===== config.mk =====
export PLATFORM = sky130hd
export DESIGN_NAME = fetch_controller
export DESIGN_NICKNAME = d
export VERILOG_FILES = /design/src/rtl/riscv_pkg.sv /design/src/rtl/fetch_queue.sv /design/src/rtl/fetch_controller.sv
export SDC_FILE = /design/constraint.sdc
export NUM_CORES = 1
export LEC_CHECK = 0
export ABC_AREA = 1
export ABC_CLOCK_PERIOD_IN_PS = 7500
export BUFFER_PORTS_ARGS = -buffer_cell sky130_fd_sc_hd__buf_4
export CAP_MARGIN = 20
export CORE_UTILIZATION = 59
export DETAILED_ROUTE_END_ITERATION = 10
export PLACE_DENSITY = 0.8
export SLEW_MARGIN = 20
export SYNTH_ARGS = -nofsm -noshare
export SYNTH_HDL_FRONTEND = slang
export SYNTH_HIERARCHICAL = 1
export SYNTH_SLANG_ARGS = --single-unit
export TNS_END_PERCENT = 30

===== constraint.sdc =====
create_clock -name clk -period 7.5 [get_ports clk]
set_input_delay 1.5 -clock clk [delete_from_list [all_inputs] [get_ports clk]]
set_output_delay 1.5 -clock clk [all_outputs]
set_load 0.05 [all_outputs]

===== src/rtl/riscv_pkg.sv =====
// riscv_pkg: opcode constants, fetch-queue entry type and reset PC shared by the front end.
package riscv_pkg;

    localparam logic [6:0]  OPC_JAL      = 7'b1101111;
    localparam logic [6:0]  OPC_JALR     = 7'b1100111;
    localparam logic [6:0]  OPC_BRANCH   = 7'b1100011;
    localparam logic [31:0] RESET_PC_DEF = 32'h0000_0000;

    typedef struct packed {
        logic [31:0] pc;
        logic [31:0] ir1;
        logic [31:0] ir2;
        logic        vld2;
    } fq_entry_t;

    function automatic logic is_ctrl(input logic [6:0] opc);
        return opc == OPC_JAL || opc == OPC_JALR || opc == OPC_BRANCH;
    endfunction

endpackage


===== src/rtl/fetch_queue.sv =====
// fetch_queue: DEPTH-entry show-ahead FIFO of fetched pairs; an empty queue passes a push straight to dout.
import riscv_pkg::*;

module fetch_queue #(
    parameter int DEPTH = 4
) (
    input  logic                    clk,
    input  logic                    rst_n,
    input  logic                    push,
    input  logic                    pop,
    input  logic                    flush,
    input  fq_entry_t               din,
    output fq_entry_t               dout,
    output logic                    vld,
    output logic [$clog2(DEPTH):0]  count
);

    localparam int PW = $clog2(DEPTH);
    localparam int CW = PW + 1;

    fq_entry_t     mem [DEPTH];
    logic [PW-1:0] wp, rp;
    logic          empty, bypass, wr, rd;

    assign empty  = count == '0;
    // a pair popped in the same cycle it arrives at an empty queue never occupies a slot
    assign bypass = empty & push & pop;
    assign wr     = push & !bypass;
    assign rd     = pop & !empty;
    assign vld    = !empty | push;
    assign dout   = !empty ? mem[rp] : push ? din : '0;

    always_ff @(posedge clk or negedge rst_n) begin
        if (!rst_n) begin
            wp    <= '0;
            rp    <= '0;
            count <= '0;
        end else if (flush) begin
            wp    <= '0;
            rp    <= '0;
            count <= '0;
        end else begin
            wp    <= wp + PW'(wr);
            rp    <= rp + PW'(rd);
            count <= count + CW'(wr) - CW'(rd);
        end
    end

    always_ff @(posedge clk) begin
        if (wr && !flush) mem[wp] <= din;
    end

endmodule


===== src/rtl/fetch_controller.sv =====
// fetch_controller: aligned-pair instruction fetch with credit-based queueing and epoch-tagged redirects.
// Define PREDECODE_CUT_EN to drop slot 2 behind a slot-1 JAL/JALR/BRANCH.
import riscv_pkg::*;

module fetch_controller #(
    parameter logic [31:0] RESET_PC = RESET_PC_DEF,
    parameter int          AW       = 13,
    parameter int          FQ_DEPTH = 4
) (
    input  logic          clk,
    input  logic          rst_n,
    input  logic          redirect_vld,
    input  logic [31:0]   redirect_pc,
    output logic [AW-1:0] imem_addr1,
    output logic [AW-1:0] imem_addr2,
    input  logic [31:0]   imem_ir1,
    input  logic [31:0]   imem_ir2,
    output logic          fq_vld,
    input  logic          fq_rdy,
    output logic [31:0]   fq_pc,
    output logic [31:0]   fq_ir1,
    output logic [31:0]   fq_ir2,
    output logic          fq_vld2
);

    localparam int CW = $clog2(FQ_DEPTH) + 1;

    logic [31:0]   pc, req_pc;
    logic          epoch, req_epoch, inflight;
    logic          issue, push, pop, head_vld;
    logic [CW-1:0] count;
    fq_entry_t     din, head;

    assign imem_addr1 = pc[AW+1:2];
    assign imem_addr2 = imem_addr1 + AW'(1);

    // the in-flight read already holds a credit, so a response always has a free slot
    assign issue = !redirect_vld && (count + CW'(inflight)) < CW'(FQ_DEPTH);
    assign push  = inflight && req_epoch == epoch && !redirect_vld;
    assign pop   = head_vld && fq_rdy && !redirect_vld;

`ifdef PREDECODE_CUT_EN
    assign din = '{pc: req_pc, ir1: imem_ir1, ir2: imem_ir2, vld2: !is_ctrl(imem_ir1[6:0])};
`else
    assign din = '{pc: req_pc, ir1: imem_ir1, ir2: imem_ir2, vld2: 1'b1};
`endif

    always_ff @(posedge clk or negedge rst_n) begin
        if (!rst_n) begin
            pc        <= RESET_PC;
            req_pc    <= '0;
            epoch     <= 1'b0;
            req_epoch <= 1'b0;
            inflight  <= 1'b0;
        end else begin
            inflight <= issue;
            if (redirect_vld) begin
                pc    <= redirect_pc & ~32'h3;
                epoch <= !epoch;
            end else if (issue) begin
                pc        <= pc + 32'd8;
                req_pc    <= pc;
                req_epoch <= epoch;
            end
        end
    end

    fetch_queue #(.DEPTH(FQ_DEPTH)) u_fq (
        .clk   (clk),
        .rst_n (rst_n),
        .push  (push),
        .pop   (pop),
        .flush (redirect_vld),
        .din   (din),
        .dout  (head),
        .vld   (head_vld),
        .count (count)
    );

    assign fq_vld  = head_vld;
    assign fq_pc   = head.pc;
    assign fq_ir1  = head.ir1;
    assign fq_ir2  = head.ir2;
    assign fq_vld2 = head_vld & head.vld2;

endmodule


Word-level counts from Yosys, hierarchy flattened:

Memory sizes are Yosys's and may differ from the RTL's.
Index checks and enable logic that the tools add are counted.

* output and inout bits: 124
* RAM bits: 384
* logic and storage cells: 47
* bits in registers: 74
* memories: 1

* multiplexer cells: 9
* bitwise logic cells: 7
* order comparisons: 1
* eq/ne operators: 1
* $add $sub $neg: 7
* reductions and logical operators: 13

Memories
* u_fq.mem: depth 4, bits a word 96, read ports 1, clocked after Yosys merged registers in 0, write ports 1, RTL line fetch_queue.sv:21 `fq_entry_t mem [DEPTH];`

Operators with widths (number)
* 97-bit two-way mux: 2
* 32-bit two-way mux: 2
* 32-bit by 4-bit adder with 32-bit output, second input constant: 1
* 13-bit by 1-bit adder with 13-bit output, second input constant: 1
* 3-bit by 1-bit adder with 3-bit output: 2
* 1-bit logical AND: 6
* 1-bit bitwise AND: 5
* 2-bit by 1-bit adder with 2-bit output: 2
* 1-bit logical NOT: 4
* 2-bit two-way mux: 2
* 3-bit logical NOT: 1
* 3-bit less-than comparator, second input constant: 1
* 3-bit two-way mux: 1
* 3-bit by 1-bit subtractor with 3-bit output: 1
* 1-bit two-way mux: 2
* 2-bit AND reduction: 1
* 2-bit nonzero test: 1
* 1-bit equality test: 1
* 1-bit inverter: 1
* 1-bit bitwise OR: 1

Depth between registers and ports, before layout:

Gate-level depths: netlist of run 1.

* word-level depth: 12
* depth in mapped cells: 20

Hierarchy:

The synthesis of run 1 kept the hierarchy.

Modules (own cells, without submodules)
* fetch_queue: area an instance 17946.0 µm², seq. area each 11826.3 µm², cells each 1847, times used 1
* fetch_controller: area an instance 3806.2 µm², seq. area each 1576.5 µm², cells each 530, times used 1

Worst setup path after synthesis of run 1:

Ideal clock, no wire load.

* kind: input -> register
* start: input redirect_vld
* end: memory u_fq/mem[0][0] (netlist bit) (enable)
* path slack: -0.194 ns
* stages on the path: 13
* arrival: 7.141 ns
* buffers on the path: 4
* setup time: 0.554 ns
* cell sequence: inv_1 buf_2 buf_2 nand2_1 nor2_1 buf_2 buf_2 or2_2 nand2_1 nor2_1 nand3_1 nand3_1 nor2_1

* word-level cells in the longest chain between the ends: 11
* elaborated cells on any way between the ends: 12
* classes of those cells: 2 x mux; 4 x bitwise; 6 x reduce/logical

Ends and longest elaborated chain
* from (decl): RTL line fetch_controller.sv:12 `input logic redirect_vld,`
* 1-bit logical NOT: RTL line fetch_controller.sv:39 `assign push = inflight && req_epoch == epoch && !redirect_vld;`
* 1-bit logical AND: RTL line fetch_controller.sv:39
* named net push: RTL line fetch_controller.sv:30 `logic issue, push, pop, head_vld;`
* 1-bit bitwise OR: RTL line fetch_queue.sv:30 `assign vld = !empty | push;`
* named net fq_vld: RTL line fetch_controller.sv:18 `output logic fq_vld,`
* 1-bit logical AND (2 in series): RTL line fetch_controller.sv:40 `assign pop = head_vld && fq_rdy && !redirect_vld;`
* named net pop: RTL line fetch_controller.sv:30
* 1-bit bitwise AND: RTL line fetch_queue.sv:27 `assign bypass = empty & push & pop;`
* 1-bit logical NOT: RTL line fetch_queue.sv:28 `assign wr = push & !bypass;`
* 1-bit bitwise AND: RTL line fetch_queue.sv:28
* 1-bit logical AND: RTL line fetch_queue.sv:50 `if (wr && !flush) mem[wp] <= din;`
* 1-bit two-way mux: RTL line fetch_queue.sv:50
* 1-bit two-way mux (not written as such): RTL line fetch_queue.sv:50
* to (decl): RTL line fetch_queue.sv:21

The timed path passes the listed nets, and every way through them passes these cells.

Final worst setup path of run 1:

* start: input redirect_vld
* end: output fq_ir1[18]

* word-level cells in the longest chain between the ends: 4

Ends and longest elaborated chain
* 1-bit logical NOT: RTL line fetch_controller.sv:39
* 1-bit logical AND: RTL line fetch_controller.sv:39
* named net push: RTL line fetch_controller.sv:30
* 97-bit two-way mux (2 in series): RTL line fetch_queue.sv:31 `assign dout = !empty ? mem[rp] : push ? din : '0;`
* to (decl): RTL line fetch_controller.sv:21 `output logic [31:0] fq_ir1,`

The timed path passes the listed nets, and every way through them passes these cells.

==> impl_metrics.env, run 1 <==
export IMPL_hp_start="req_epoch"
export IMPL_swShare_pct=42.7
export IMPL_clkTransAtPathRegs_ns=0.06
export IMPL_startpoint_type="input pin"
export IMPL_clkLatencyLatePin_ns=0.55
export IMPL_diodes=0
export IMPL_gp_congestion=0.922
export IMPL_syn_area_per_cell_um2=9.15
export IMPL_finalCritPeriodShare_pct=69.4
export IMPL_combPwrFrac_pct=40.0
export IMPL_grtUsageTotal_pct=25.9
export IMPL_htree_levels=2
export IMPL_synth_seq_cells=458
export IMPL_ant_nets=0
export IMPL_ys_warn_count=6
export IMPL_max_freq_mhz=192
export IMPL_ios=224
export IMPL_final_min_clock_period_ns=5.21
export IMPL_fin_total_pwr_mw=9.24
export IMPL_dieArea_mm2=0.0376
export IMPL_end_kind="output port"
export IMPL_worstPathRequired_ns=6.00
export IMPL_grt_pass1_wl_mm=78.6
export IMPL_initial_core_util_pct=60.6
export IMPL_nets=2658
export IMPL_wl_per_cell_um=15.9
export IMPL_min_path_type="reg2reg"
export IMPL_die_w_um=194
export IMPL_cp_max_fo=73
export IMPL_fin_ws_ns=2.29
export IMPL_cts_buffers=46
export IMPL_synth_seq_area_share_pct=61.6
export IMPL_crit_type="in2out"
export IMPL_drc_errors=0
export IMPL_p_per_area_mw_per_mm2=370
export IMPL_finalSetupViolCount=0
export IMPL_dr_pass1_iters=6
export IMPL_multiInputGateArea_mm2=0.00609
export IMPL_leakage_nw=11.8
export IMPL_area_delta_synth_final_pct=14.8
export IMPL_worst_pin_slew_ns=1.10
export IMPL_overflow=0
export IMPL_dp_final_hpwl_mm=28.4
export IMPL_intPower_mw=5.29
export IMPL_drt_iter0_drc=1258
export IMPL_cts_tree="yes"
export IMPL_dieHeight_um=194
export IMPL_syn_instance_count=2377
export IMPL_hold_buffers=0
export IMPL_drive_gt1_share_pct=13.3
export IMPL_finClkSkew_ns=0.0226
export IMPL_synth_cell_types=34
export IMPL_cts_sinks=458
export IMPL_coreArea_mm2=0.0359
export IMPL_cts_root_buffer="clkbuf_16"
export IMPL_p_switching_mw=3.95
export IMPL_cts_setup_buffers=0
export IMPL_r2r_start="u_fq/count[1]"
export IMPL_via_per_inst=5.27
export IMPL_num_vias=16100
export IMPL_io_buffer_count=221
export IMPL_ff_latch_area_mm2=0.0134
export IMPL_cap_violations=0
export IMPL_finalMaxSlewViolations=0
export IMPL_final_hold_violation_count=0
export IMPL_cp_startpoint="redirect_vld"
export IMPL_row_count=69
export IMPL_grt_max_degree=144
export IMPL_cp_data_arrival_time_ns=3.71
export IMPL_ir_worst_vdd_uv=279
export IMPL_syn_area_mm2=0.0218
export IMPL_antenna_found_initial=0
export IMPL_drt_wl_total_mm=48.4
export IMPL_fill_cells=2565
export IMPL_cts_resized=0
export IMPL_grt_pass1_vias=16000
export IMPL_pwr_share_seq_pct=36.2
export IMPL_relSlewSlack_pct=26.9
export IMPL_outcome="finished, final reports clean"
export IMPL_rsz0062_at_grt="no"
export IMPL_clockBufferDepth=3
export IMPL_clock_power_share_pct=23.8
export IMPL_dpl_worst_slack_ns=2.32
[per-stage QoR]
step                      setup TNS [ns]  hold WS, ns  instance area, um^2  std cells  util (%)
after floorplan                   -75.44        0.468                21800       2390         -
after global placement                 0        0.480                23500       2964      65.4
after detailed placement               0        0.485                23500       2964      65.4
after CTS                              0        0.501                25000       3046      69.5
after global routing                   0        0.536                25000       3046      69.5
final                                  0        0.505                25000       3046      69.5
[flip-flops by register name, summed over array words and instances, names as in the netlist]
signal / cells
pc: 30
req_pc: 30
u_fq/wp: 2
req_epoch: 1
inflight: 1
u_fq/count: 3
u_fq/rp: 2
u_fq/mem: 388
epoch: 1
[cells in the mapped netlist, drive strengths merged]
cell type,number,area (um^2)
a21oi,2,10.0
a31oi,1,6.26
buf,111,701
clkbuf,16,60.1
conb,2,7.51
dfrtp,70,1750
edfxtp,388,11700
fa,1,20.0
ha,6,75.1
inv,421,1590
nand2,852,3240
nand3,368,1870
nand3b,1,7.51
nand4,5,31.3
nor2,68,349
nor3,2,10.0
o211ai,3,22.5
o21a,1,7.51
o21ai,42,210
or2,2,12.5
xnor2,1,8.76
xor2,14,123
[cells by family after synthesis]
kind of cell	Yosys count	synth area share, %
other cells	2	0.0345
fa+ha+maj	7	0.437
xor+xnor	15	0.604
simple gates	1298	25.3
compound gates	49	1.18
buf+inv	548	10.8
flops	458	61.6
[layout by cell type, fill, tap and decap left out, drive strengths merged, types with 6 or more instances in the layout]
cell type,count
buf,240
clkbuf,61
clkinv,20
conb,15
dfrtp,70
edfxtp,388
ha,6
inv,420
nand2,852
nand3,368
nor2,68
o21ai,42
xor2,14
[critical path, cell delays in order]
cell and delay, ns:
buf_4 0.24, inv_1 0.10, buf_4 0.27, nand2_1 0.15, nor2_4 0.13, buf_4 0.73, nand3_1 0.16, nand2_1 0.16
buf_4 0.21
[path summary, 6_finish.rpt]
path,to,slack [ns],cells past startpoint
setup / recovery,fq_ir1[18],2.29,9
hold / removal,req_epoch,0.50,2
setup reg to reg,u_fq/count[2],3.75,13
hold reg to reg,req_epoch,0.50,2
max in group asynchronous,u_fq/rp[1],5.74,1
min in group asynchronous,pc[8],1.08,1
[metal layers]
| metal | wire [um] | vias up | track usage [%] | share of wire [%] |
|---|---|---|---|---|
| met1 | 19300 | 7495 | 33.0 | 40 |
| met3 | 3890 | 88 | 4.04 | 8.0 |
| li1 | - | 7820 | - | - |
| met5 | 0 | - | 0 | 0 |
| met4 | 1110 | 0 | 8.23 | 2.3 |
| met2 | 24100 | 658 | 45.7 | 50 |
[power groups by stage]
stage	clock, mW	combinational [mW]	sequential, mW
final	2.20	3.69	3.35
after global routing	2.33	3.93	3.38
after CTS	2.23	3.71	3.34
after detailed placement	0	3.70	3.39
after global placement	0	3.65	3.37
after floorplan	0	2.70	3.30
[final cells by class]
class                   count  share of cell area [%]
repair buffers            240                    7.32
clock buffers              61                    5.20
flip-flops and latches    458                    53.7
clock inverters            21                   0.696
multi-input cells        1384                    24.4
inverters                 421                    6.36
well taps                 461                    2.31
Power figures use the tool's default switching activity.
==> inputs of run 2 (changes only) <==
--- a/config.mk
+++ b/config.mk
@@ -6,7 +6,7 @@
 export NUM_CORES = 1
 export LEC_CHECK = 0
 export ABC_AREA = 1
-export ABC_CLOCK_PERIOD_IN_PS = 7500
+export ABC_CLOCK_PERIOD_IN_PS = 5400
 export BUFFER_PORTS_ARGS = -buffer_cell sky130_fd_sc_hd__buf_4
 export CAP_MARGIN = 20
 export CORE_UTILIZATION = 59
==> constraint.sdc (replaced) <==
create_clock -name clk -period 5.4 [get_ports clk]
set_input_delay 1.08 -clock clk [delete_from_list [all_inputs] [get_ports clk]]
set_output_delay 1.08 -clock clk [all_outputs]
set_load 0.05 [all_outputs]
==> impl_metrics.env, run 2 (synthesized netlist as in run 1, its figures left out) <==
export IMPL_drt_iter0_drc=1135
export IMPL_worst_pin_slew_ns=0.902
export IMPL_path_cells="nor2_4, nand2_4, clkinv_2, buf_4, nand3_1, nand2_1, buf_4"
export IMPL_hp_start="req_epoch"
export IMPL_gr_usage_met2_pct=45.5
export IMPL_clockBufferDepth=3
export IMPL_area_delta_synth_final_pct=15.5
export IMPL_hold_end="req_epoch"
export IMPL_finalCritPeriodShare_pct=77.4
export IMPL_gp_congestion=0.885
export IMPL_cts_resized=0
export IMPL_initial_core_util_pct=60.6
export IMPL_hold_buffers=0
export IMPL_antenna_found_initial=0
export IMPL_diodes=0
export IMPL_clkLatencyLatePin_ns=0.57
export IMPL_fin_total_pwr_mw=13.0
export IMPL_r2r_start="u_fq/count[1]"
export IMPL_relSlewSlack_pct=39.8
export IMPL_drive_gt1_share_pct=13.3
export IMPL_finalSetupViolCount=0
export IMPL_r2r_end="u_fq/mem[1][21]"
export IMPL_dr_pass1_iters=6
export IMPL_final_cell_mix="nand2_1, inv_1, edfxtp_1"
export IMPL_grt_pass1_vias=15700
export IMPL_whs_ns=0.501
export IMPL_cp_max_fo=50
export IMPL_cap_violations=0
export IMPL_slowest_stage="buf_4"
export IMPL_rsz0062_at_grt="no"
export IMPL_dpl_worst_slack_ns=1.59
export IMPL_wl_per_cell_um=16.0
export IMPL_nets=2662
export IMPL_ios=224
export IMPL_coreArea_mm2=0.0359
export IMPL_use_met1_pct=33.5
export IMPL_finalMaxSlewViolations=0
export IMPL_finClkSkew_ns=0.0219
export IMPL_regMostFlops="u_fq/mem"
export IMPL_fin_ws_ns=1.22
export IMPL_cts_tree="yes"
export IMPL_crit_type="reg2out"
export IMPL_grtUsageMet3_pct=4.05
export IMPL_max_freq_mhz=239
export IMPL_io_buffer_count=221
export IMPL_ir_worst_vdd_uv=440
export IMPL_startpoint_type="flip-flop"
export IMPL_final_min_clock_period_ns=4.18
export IMPL_largest_reg_flops=388
export IMPL_top_regs="u_fq/mem x388, pc x30, req_pc x30"
export IMPL_die_w_um=194
export IMPL_cp_data_arrival_time_ns=3.10
export IMPL_cpMostUsedCell="buf_4"
export IMPL_dieArea_mm2=0.0376
export IMPL_grt_pass1_wl_mm=78.7
export IMPL_slowest_delay_ns=0.51
export IMPL_final_common_cell="nand2_1"
export IMPL_end_kind="output port"
export IMPL_cts_setup_buffers=0
export IMPL_hold_depth=2
export IMPL_cts_sinks=458
export IMPL_r2r_setup_slack_ns=2.17
export IMPL_overflow=0
export IMPL_worstPathRequired_ns=4.32
export IMPL_final_hold_violation_count=0
export IMPL_grt_busiest_layer="met2"
export IMPL_dieHeight_um=194
export IMPL_via_per_inst=5.26
export IMPL_reg2regPathDepth=9
export IMPL_fin_setup_tns_ns=0
export IMPL_min_path_type="reg2reg"
export IMPL_num_vias=16100
export IMPL_drc_errors=0
export IMPL_dp_final_hpwl_mm=28.7
export IMPL_grtUsageTotal_pct=26.2
export IMPL_row_count=69
export IMPL_drt_wl_total_mm=48.9
export IMPL_cts_buffers=47
export IMPL_htree_levels=2
export IMPL_clkTransAtPathRegs_ns=0.06
export IMPL_p_per_area_mw_per_mm2=517
export IMPL_outcome="finished, final reports clean"
export IMPL_cts_root_buffer="clkbuf_16"
export IMPL_grt_max_degree=101
export IMPL_leakage_nw=11.8
export IMPL_ant_nets=0
==> run 2: area by class of cell <==
cell class                      count  area [um^2]
Clock buffer                       63         1270
Clock inverter                     23          245
Fill cell                        2566        10800
Inverter                          421         1590
Multi-Input combinational cell   1384         6090
Sequential cell                   458        13400
Tap cell                          461          577
Timing Repair Buffer              243         1940
==> run 2: routing by layer <==
| layer | vias to the layer above | routed length (um) |
|---|---|---|
| met2 | 644 | 24300 |
| li1 | 7838 | - |
| met3 | 83 | 3690 |
| met5 | - | 0 |
| met1 | 7505 | 19700 |
| met4 | 0 | 1190 |
==> run 2: report_power, final <==
part           switching (mW)  total (mW)  internal, mW
Combinational            3.85        5.16          1.31
Sequential              0.364        4.64          4.28
Clock                    1.28        3.17          1.89
Total                    5.50        13.0          7.48
==> run 2: how the worst max path moves through the flow <==
stage,startpoint,slack (ns),endpoint
4_1_cts,u_fq/count[1],1.18,fq_ir1[2]
3_3_place_gp,redirect_vld,1.61,u_fq/mem[1][55]
2_1_floorplan,redirect_vld,-0.31,u_fq/mem[3][0]
3_5_place_dp,redirect_vld,1.59,u_fq/mem[1][55]
6_report,u_fq/count[1],1.22,fq_ir1[2]
5_1_grt,u_fq/count[1],1.02,fq_ir1[2]
==> run 2: critical path, delay by kind of cell, from the launching register on <==
kind	cells	cell delay, ns
buffers and inverters	3	1.14
and+or+nand+nor	4	0.88
DFF	1	0.47
==> run 2: stage by stage <==
step | instance area, um^2 | util (%) | std cells
final | 25100 | 69.9 | 3053
after global routing | 25100 | 69.9 | 3053
after CTS | 25100 | 69.9 | 3053
after detailed placement | 23600 | 65.7 | 2967
after global placement | 23600 | 65.7 | 2967
after floorplan | 21800 | - | 2390
==> inputs of run 3 (changes only) <==
--- a/config.mk
+++ b/config.mk
@@ -6,12 +6,12 @@
 export NUM_CORES = 1
 export LEC_CHECK = 0
 export ABC_AREA = 1
-export ABC_CLOCK_PERIOD_IN_PS = 5400
+export ABC_CLOCK_PERIOD_IN_PS = 3730
 export BUFFER_PORTS_ARGS = -buffer_cell sky130_fd_sc_hd__buf_4
 export CAP_MARGIN = 20
-export CORE_UTILIZATION = 59
+export CORE_UTILIZATION = 54
 export DETAILED_ROUTE_END_ITERATION = 10
-export PLACE_DENSITY = 0.8
+export PLACE_DENSITY = 0.77
 export SLEW_MARGIN = 20
 export SYNTH_ARGS = -nofsm -noshare
 export SYNTH_HDL_FRONTEND = slang
==> constraint.sdc (replaced) <==
create_clock -name clk -period 3.73 [get_ports clk]
set_input_delay 0.746 -clock clk [delete_from_list [all_inputs] [get_ports clk]]
set_output_delay 0.746 -clock clk [all_outputs]
set_load 0.05 [all_outputs]
==> impl_metrics.env, run 3 (synthesized netlist as in run 1, its figures left out) <==
export IMPL_cts_sinks=458
export IMPL_min_path_type="in2async"
export IMPL_r2r_setup_slack_ns=0.85
export IMPL_cts_root_buffer="clkbuf_16"
export IMPL_gp_congestion=0.905
export IMPL_worstPathRequired_ns=2.98
export IMPL_p_per_area_mw_per_mm2=747
export IMPL_dpl_worst_slack_ns=0.627
export IMPL_area_delta_synth_final_pct=16.1
export IMPL_htree_levels=2
export IMPL_dieArea_mm2=0.0411
export IMPL_rsz0062_at_grt="no"
export IMPL_r2r_end="u_fq/count[2]"
export IMPL_startpoint_type="flip-flop"
export IMPL_cp_data_arrival_time_ns=2.76
export IMPL_end_kind="output port"
export IMPL_ir_worst_vdd_uv=775
export IMPL_worst_pin_slew_ns=1.04
export IMPL_drt_iter0_drc=1412
export IMPL_cts_resized=0
export IMPL_cp_max_fo=35
export IMPL_final_common_cell="nand2_1"
export IMPL_nets=2666
export IMPL_io_buffer_count=221
export IMPL_drt_wl_total_mm=50.1
export IMPL_finalSetupViolCount=0
export IMPL_grtUsageTotal_pct=24.8
export IMPL_coreArea_mm2=0.0397
export IMPL_antenna_found_initial=1
export IMPL_fill_cells=3116
export IMPL_finClkSkew_ns=0.0154
export IMPL_outcome="finished, final reports clean"
export IMPL_cts_buffers=47
export IMPL_dieHeight_um=203
export IMPL_final_hold_violation_count=0
export IMPL_finalCritPeriodShare_pct=94.0
export IMPL_final_cell_mix="nand2_1, inv_1, edfxtp_1"
export IMPL_fin_total_pwr_mw=18.9
export IMPL_finalMaxSlewViolations=0
export IMPL_grt_max_degree=196
export IMPL_reg2regPathDepth=12
export IMPL_r2r_start="u_fq/count[1]"
export IMPL_cap_violations=0
export IMPL_via_per_inst=5.17
export IMPL_ant_nets=0
export IMPL_max_freq_mhz=285
export IMPL_clkLatencyLatePin_ns=0.59
export IMPL_crit_type="reg2out"
export IMPL_largest_reg_flops=388
export IMPL_overflow=0
export IMPL_drive_gt1_share_pct=13.6
export IMPL_fin_ws_ns=0.222
export IMPL_leakage_nw=11.9
export IMPL_die_w_um=203
export IMPL_cts_setup_buffers=0
export IMPL_top_regs="u_fq/mem x388, pc x30, req_pc x30"
export IMPL_hold_buffers=0
export IMPL_post_route_util_pct=63.6
export IMPL_grt_pass1_wl_mm=80.7
export IMPL_relSlewSlack_pct=30.4
export IMPL_ios=224
export IMPL_num_vias=16100
export IMPL_initial_core_util_pct=54.7
export IMPL_row_count=73
export IMPL_dr_pass1_iters=5
export IMPL_wl_per_cell_um=16.1
export IMPL_drc_errors=0
export IMPL_regMostFlops="u_fq/mem"
export IMPL_fin_setup_tns_ns=0
export IMPL_final_min_clock_period_ns=3.51
export IMPL_clockBufferDepth=3
export IMPL_cts_tree="yes"
export IMPL_dp_final_hpwl_mm=29.0
export IMPL_clkTransAtPathRegs_ns=0.06
export IMPL_grt_pass1_vias=15900
[run 3: worst max-delay path, cell delays in order, from the launching register on]
cell and delay (ns):
dfrtp_1 0.49, nor2_4 0.07, nand2_4 0.18, clkinv_2 0.56
buf_12 0.40, nand3_1 0.10, nand2_1 0.13, buf_4 0.22
[run 3: metal layers]
layer	GRT usage [%]	vias to the layer above	part of all wire, %
met4	7.30	0	2.0
met2	42.8	612	50
met1	32.3	7602	41
li1	-	7836	-
met5	0	-	0
met3	4.08	81	7.3
[run 3: final cells by class]
| class | instances | area, um^2 | share of cell area, % |
|---|---|---|---|
| timing repair buffer | 247 | 1990 | 7.88 |
| antenna | 1 | 2.50 | 0.00991 |
| inverter | 421 | 1600 | 6.34 |
| multi-input combinational | 1384 | 6110 | 24.2 |
| tap | 525 | 657 | 2.60 |
| clock inverter | 23 | 208 | 0.822 |
| clock buffer | 64 | 1280 | 5.08 |
| sequential | 458 | 13400 | 53.1 |
[run 3: power by group]
group	switching [mW]	internal [mW]	leakage (nW)	total [mW]
sequential	0.517	6.19	4.37	6.71
combinational	5.65	1.97	6.76	7.62
clock	1.91	2.63	0.733	4.54
total	8.08	10.8	11.9	18.9
[run 3: worst max path at each step]
stage | start | end | slack (ns) | cells after the start
after detailed placement | redirect_vld | u_fq/count[2] | 0.63 | 14
final | u_fq/count[1] | fq_pc[16] | 0.22 | 7
after global routing | u_fq/count[1] | fq_pc[16] | 0.09 | 7
after global placement | redirect_vld | u_fq/count[2] | 0.69 | 13
after floorplan | redirect_vld | u_fq/mem[3][0] | -0.25 | 13
after CTS | u_fq/count[1] | fq_pc[16] | 0.23 | 7
[run 3: stage by stage]
stage	std cells	hold slack [ns]	instance area [um^2]
2_1_floorplan	2390	0.450	21900
3_3_place_gp	3035	0.481	23800
3_5_place_dp	3035	0.494	23800
4_1_cts	3122	0.291	25300
5_1_grt	3123	0.338	25300
6_report	3123	0.266	25300
